==> config.mk <==
export PLATFORM = sky130hd
export DESIGN_NAME = simple_spi_slave
export DESIGN_NICKNAME = d
export VERILOG_FILES = /design/src/rtl/simple_spi_slave_pkg.sv /design/src/rtl/simple_spi_slave_pin_sync.sv /design/src/rtl/simple_spi_slave.sv
export SDC_FILE = /design/constraint.sdc
export NUM_CORES = 1
export LEC_CHECK = 0
export ABC_AREA = 1
export CAP_MARGIN = 10
export CELL_PAD_IN_SITES_DETAIL_PLACEMENT = 0
export CELL_PAD_IN_SITES_GLOBAL_PLACEMENT = 1
export CORE_MARGIN = 2
export CORE_UTILIZATION = 41
export CTS_CLUSTER_DIAMETER = 200
export DETAILED_ROUTE_END_ITERATION = 16
export PLACE_DENSITY = 0.92
export SYNTH_ARGS = -nofsm -noshare
export SYNTH_HDL_FRONTEND = slang
export SYNTH_SLANG_ARGS = --single-unit
export TNS_END_PERCENT = 100
==> constraint.sdc <==
create_clock -name system_clk -period 3.9 [get_ports system_clk]
set_clock_uncertainty 0.2 [all_clocks]
set_input_delay 1.17 -clock system_clk [delete_from_list [all_inputs] [get_ports system_clk]]
set_output_delay 1.17 -clock system_clk [all_outputs]
set_load 0.005 [all_outputs]
==> src/rtl/simple_spi_slave_pkg.sv <==
// Shared constants and types for the mode-0 SPI slave: the idle levels
// the pin synchronisers reset to, and the selection state of the link.
package simple_spi_slave_pkg;

  localparam logic NCS_IDLE  = 1'b1;
  localparam logic SCK_IDLE  = 1'b0;
  localparam logic MOSI_IDLE = 1'b0;

  typedef enum logic {
    LINK_IDLE = 1'b0,
    LINK_SEL  = 1'b1
  } link_t;

endpackage

==> src/rtl/simple_spi_slave_pin_sync.sv <==
// Two-flop synchroniser for one asynchronous SPI pin, plus a third flop
// so rising and falling edges can be detected in the system clock domain.
module spi_pin_sync #(
  parameter logic RST_VAL = 1'b0
) (
  input  logic clk,
  input  logic rst_n,
  input  logic pin,
  output logic level,
  output logic rise,
  output logic fall
);

  logic meta_p0;
  logic sync_p1;
  logic hist_p2;

  always_ff @(posedge clk) begin
    if (!rst_n) begin
      meta_p0 <= RST_VAL;
      sync_p1 <= RST_VAL;
      hist_p2 <= RST_VAL;
    end else begin
      meta_p0 <= pin;
      sync_p1 <= meta_p0;
      hist_p2 <= sync_p1;
    end
  end

  assign level = sync_p1;
  assign rise  = sync_p1 & ~hist_p2;
  assign fall  = ~sync_p1 & hist_p2;

endmodule

==> src/rtl/simple_spi_slave.sv <==
// SPI mode-0 slave, MSB first: receives WIDTH-bit words from MOSI into a
// parallel register with a valid strobe and shifts value_miso out on MISO.
module simple_spi_slave
  import simple_spi_slave_pkg::*;
#(
  parameter int WIDTH = 8
) (
  input  logic             system_clk,
  input  logic             system_rst_n,
  input  logic             pin_ncs,
  input  logic             pin_clk,
  input  logic             pin_mosi,
  output logic             pin_miso,
  output logic             pin_miso_en,
  input  logic [WIDTH-1:0] value_miso,
  output logic [WIDTH-1:0] value_mosi,
  output logic             cs_start,
  output logic             cs_stop,
  output logic             value_valid
);

  localparam int CW = (WIDTH > 2) ? $clog2(WIDTH) : 1;
  localparam logic [CW-1:0] LAST_BIT = CW'(WIDTH - 1);

  logic ncs_lvl, ncs_rise, ncs_fall;
  logic sck_lvl, sck_rise, sck_fall;
  logic mosi_lvl, mosi_rise, mosi_fall;

  spi_pin_sync #(.RST_VAL(NCS_IDLE)) u_sync_ncs (
    .clk   (system_clk),
    .rst_n (system_rst_n),
    .pin   (pin_ncs),
    .level (ncs_lvl),
    .rise  (ncs_rise),
    .fall  (ncs_fall)
  );

  spi_pin_sync #(.RST_VAL(SCK_IDLE)) u_sync_sck (
    .clk   (system_clk),
    .rst_n (system_rst_n),
    .pin   (pin_clk),
    .level (sck_lvl),
    .rise  (sck_rise),
    .fall  (sck_fall)
  );

  spi_pin_sync #(.RST_VAL(MOSI_IDLE)) u_sync_mosi (
    .clk   (system_clk),
    .rst_n (system_rst_n),
    .pin   (pin_mosi),
    .level (mosi_lvl),
    .rise  (mosi_rise),
    .fall  (mosi_fall)
  );

  // Only MOSI's level is sampled; the SCK level and MOSI edges are not needed.
  logic unused_sync;
  assign unused_sync = &{sck_lvl, mosi_rise, mosi_fall};

  link_t            state;
  logic [CW-1:0]    bit_cnt;
  logic [WIDTH-1:0] rx_sr;
  logic [WIDTH-1:0] tx_sr;
  logic             reload_pend;
  logic [WIDTH-1:0] rx_next;
  logic             active;

  assign rx_next = {rx_sr[WIDTH-2:0], mosi_lvl};
  assign active  = (state == LINK_SEL) && !ncs_lvl;

  always_ff @(posedge system_clk) begin
    if (!system_rst_n) begin
      state       <= LINK_IDLE;
      bit_cnt     <= '0;
      rx_sr       <= '0;
      tx_sr       <= '0;
      reload_pend <= 1'b0;
      pin_miso    <= 1'b0;
      pin_miso_en <= 1'b0;
      value_mosi  <= '0;
      cs_start    <= 1'b0;
      cs_stop     <= 1'b0;
      value_valid <= 1'b0;
    end else begin
      cs_start    <= 1'b0;
      cs_stop     <= 1'b0;
      value_valid <= 1'b0;
      // Deselect wins over select so a glitchy CS never leaves MISO driven.
      if (ncs_rise) begin
        state       <= LINK_IDLE;
        cs_stop     <= 1'b1;
        pin_miso    <= 1'b0;
        pin_miso_en <= 1'b0;
        bit_cnt     <= '0;
        reload_pend <= 1'b0;
      end else if (ncs_fall) begin
        state       <= LINK_SEL;
        cs_start    <= 1'b1;
        bit_cnt     <= '0;
        rx_sr       <= '0;
        tx_sr       <= value_miso;
        pin_miso    <= value_miso[WIDTH-1];
        pin_miso_en <= 1'b1;
        reload_pend <= 1'b0;
      end else if (active) begin
        if (sck_rise) begin
          rx_sr <= rx_next;
          if (bit_cnt == LAST_BIT) begin
            bit_cnt     <= '0;
            value_mosi  <= rx_next;
            value_valid <= 1'b1;
            tx_sr       <= value_miso;
            reload_pend <= 1'b1;
          end else begin
            bit_cnt <= bit_cnt + 1'b1;
          end
        end else if (sck_fall) begin
          // tx_sr[WIDTH-1] always mirrors the bit on pin_miso; a fresh word
          // is presented unshifted on the first fall after it was loaded.
          if (reload_pend) begin
            pin_miso    <= tx_sr[WIDTH-1];
            reload_pend <= 1'b0;
          end else begin
            tx_sr    <= {tx_sr[WIDTH-2:0], 1'b0};
            pin_miso <= tx_sr[WIDTH-2];
          end
        end
      end
    end
  end

endmodule

==> flow_metrics.py <==
metrics = {
    "clock_tree": {
        "clkSinkCount": 40,
        "cts-buffers-inserted": 5,
        "cts_tree": "done",
        "insertion_delay_ns": 0.29,
        "clockRootBuffer": "clkbuf_8",
        "clk_pin_slew_ns": 0.08,
        "cts_setup_buffers": 0,
        "clockBufferDepth": 2,
        "hold_buffers": 0,
        "cts_resized": 0,
        "h-tree-depth": 2,
    },
    "placement": {
        "hpwl_mm": 2.066,
        "place_area_sq_um": 1947,
        "io_buffer_count": 25,
        "gp_congestion": 0.7586,
    },
    "floorplanning": {
        "die_height_microns": 67.64,
        "initial_utilization": 0.4211,
        "fp.dieArea_sq_um": 4574,
        "core_area_sq_um": 3943,
        "die_width_microns": 67.64,
        "rows": 23,
        "io-pin-count": 26,
    },
    "power": {
        "powerDensity_nw_per_um2": 391.5,
        "p_leak_nw": 0.8919,
        "ir_drop_mv": 0.2355,
    },
    "grt": {
        "antenna_found_initial": 0,
        "grt_pass1_wl_mm": 4.968,
        "grt_usage": 0.1447,
        "grt_overflow_total": 0,
        "grt_pass1_vias": 1190,
        "grt_max_degree": 25,
    },
    "route": {
        "dr.pass1.iters": 4,
        "wl_per_cell_microns": 9.502,
        "drt_iter0_drc": 56,
        "wl_mm": 2.860,
        "vias": 1332,
        "via_per_inst": 4.425,
        "ant_nets": 0,
        "drc": 0,
    },
    "timing": {
        "period_needed_ns": 2.564,
        "fin_crit_sh": 0.6575,
        "worstMarginPinSlew_ns": 0.2740,
        "fmaxAchievable_mhz": 390.0,
        "setup_tns_ns": 0,
        "slew_headroom": 0.8171,
        "setup_viol": 0,
        "finalHoldViolations": 0,
        "rsz0062_at_grt": "false",
        "maxSlewViolCount": 0,
    },
    "synthesis": {
        "synth_cell_type_count": 25,
        "yosysSeqAreaShare": 0.4823,
        "syn_area_sq_um": 1660,
        "syn_area_per_cell_sq_um": 7.513,
        "synth.area.top_cells": "dfxtp_1, nand2_1, nor2_1",
        "ys_warn_count": 0,
        "ys_ff_latch": 40,
        "syn_inst": 221,
        "yosysTopAreaCellShare": 0.4823,
        "syn_nets": 238,
        "synth_top_area_cell": "dfxtp_1",
    },
    "setup_path": {
        "cp.required_ns": 3.94,
        "worstSetupEndpointType": "flop",
        "crit_top_cell": "inv_1",
        "crit_type": "in2reg",
        "cp.buffers_inverters": 5,
        "start_kind": "input pin",
        "cpPeakStageDelay_ns": 0.45,
        "slowest_stage": "clkdlybuf4s50_1",
        "crit_arrival_ns": 2.60,
        "path_cells": "clkdlybuf4s50_1, buf_4, inv_2, nor2_1, inv_1, nor2_2, inv_1, a21oi_1, o21ai_1, nand2_1",
        "critPathTopFamily": "buffers and inverters",
        "cp_max_fo": 24,
    },
    "layout": {
        "design_area_sq_um": 2058,
        "syn2layout_area_growth_pct": 23.96,
        "antenna_cells": 0,
        "nets": 267,
        "utilization": 0.5221,
        "drive_above_1_share": 0.1036,
        "fill_cells": 382,
    },
    "job": {
        "timing.max_cap.violations": 0,
    },
    "hold_path": {
        "hp-class": "reg2reg",
    },
    "outcome": {
        "status": "finished clean",
    },
}
-- layout make-up --
class                   instances  area, sq um  area share
clock buffers                   5        68.82     0.03343
clock inverters                 3        42.54     0.02067
inverters                      29        115.1     0.05593
multi-input cells             148        710.7      0.3453
flip-flops and latches         40        800.8      0.3891
well taps                      50        62.56     0.03040
repair buffers                 26        257.7      0.1252
-- power breakdown --
part | internal, mW | leakage (nW) | switching [mW]
Sequential | 0.415 | 0.324 | 0.00349
Combinational | 0.0255 | 0.514 | 0.0301
Clock | 0.189 | 0.0541 | 0.142
-- per-stage QoR --
step / setup WS (ns) / std cells / hold slack [ns] / total power, mW
4_1_cts: 1.337 / 301 / 0.2185 / 0.8179
2_1_floorplan: 1.902 / 221 / 0.1905 / 0.4636
3_3_place_gp: 1.037 / 293 / 0.1940 / 0.4838
5_1_grt: 1.123 / 301 / 0.2227 / 0.8463
6_report: 1.336 / 301 / 0.2112 / 0.8058
3_5_place_dp: 1.028 / 293 / 0.2030 / 0.4842
-- per-layer routing --
metal | wire length [microns] | part of all wire | GRT usage
met5 | 0 | 0 | 0
met4 | 61 | 0.021 | 0.06888
met3 | 154 | 0.054 | 0.04500
met2 | 1247 | 0.44 | 0.2353
met1 | 1397 | 0.49 | 0.1725
-- worst paths after layout --
| check | startpoint | endpoint | slack, ns | cells after the start |
|---|---|---|---|---|
| worst max-delay path | system_rst_n | pin_miso | 1.34 | 10 |
| worst min-delay path | u_sync_mosi.meta_p0 | u_sync_mosi.level | 0.21 | 2 |
| worst max register to register | bit_cnt[0] | tx_sr[3] | 2.22 | 8 |
| worst min register to register | u_sync_mosi.meta_p0 | u_sync_mosi.level | 0.21 | 2 |
-- synthesized netlist by cell type --
library cell and instances:
buf_6 1, clkbuf_1 1, a21oi_1 10, nor2_1 45, nor2_4 2, inv_2 4, nand2_4 1, clkbuf_8 1
a21oi_4 1, nand4_1 1, or2_2 2, dfxtp_1 40, inv_1 23, buf_2 1, o21ai_1 1, nand2_1 55
nor2_2 1, nand3_1 3, clkinv_4 1, ha_1 4, a211oi_1 1, nand3_4 2, o21ai_0 17, clkinv_2 1
nand2_2 2
-- registers in the layout, indices dropped and copies added (netlist names), 3 cells and up --
register,cells
bit_cnt,3
tx_sr,8
value_mosi,8
rx_sr,7
-- tightest hold or removal path, delay by kind of cell (launching register included) --
kind / cells / cell delay, ns
buffers and inverters: 1 / 0.04
DFF: 1 / 0.31
and+or+nand+nor: 1 / 0.05
-- cell families after synthesis --
kind of cell             share of synthesized area
buffers and inverters                      0.08966
AND/OR/NAND/NOR                             0.2992
AO/OA/AOI/OAI                              0.09872
flip-flops                                  0.4823
adder cells (fa/ha/maj)                    0.03014
-- placed cells by master, fill, tap and decap left out, drive strengths merged, types with 2 or more instances in the layout --
master	n
nor2	48
inv	27
clkbuf	5
clkinv	3
clkdlybuf4s50	25
o21ai	18
a21oi	11
or2	2
ha	4
nand3	5
nand2	58
dfxtp	40
Note: power is estimated with default switching activity, not from simulation.
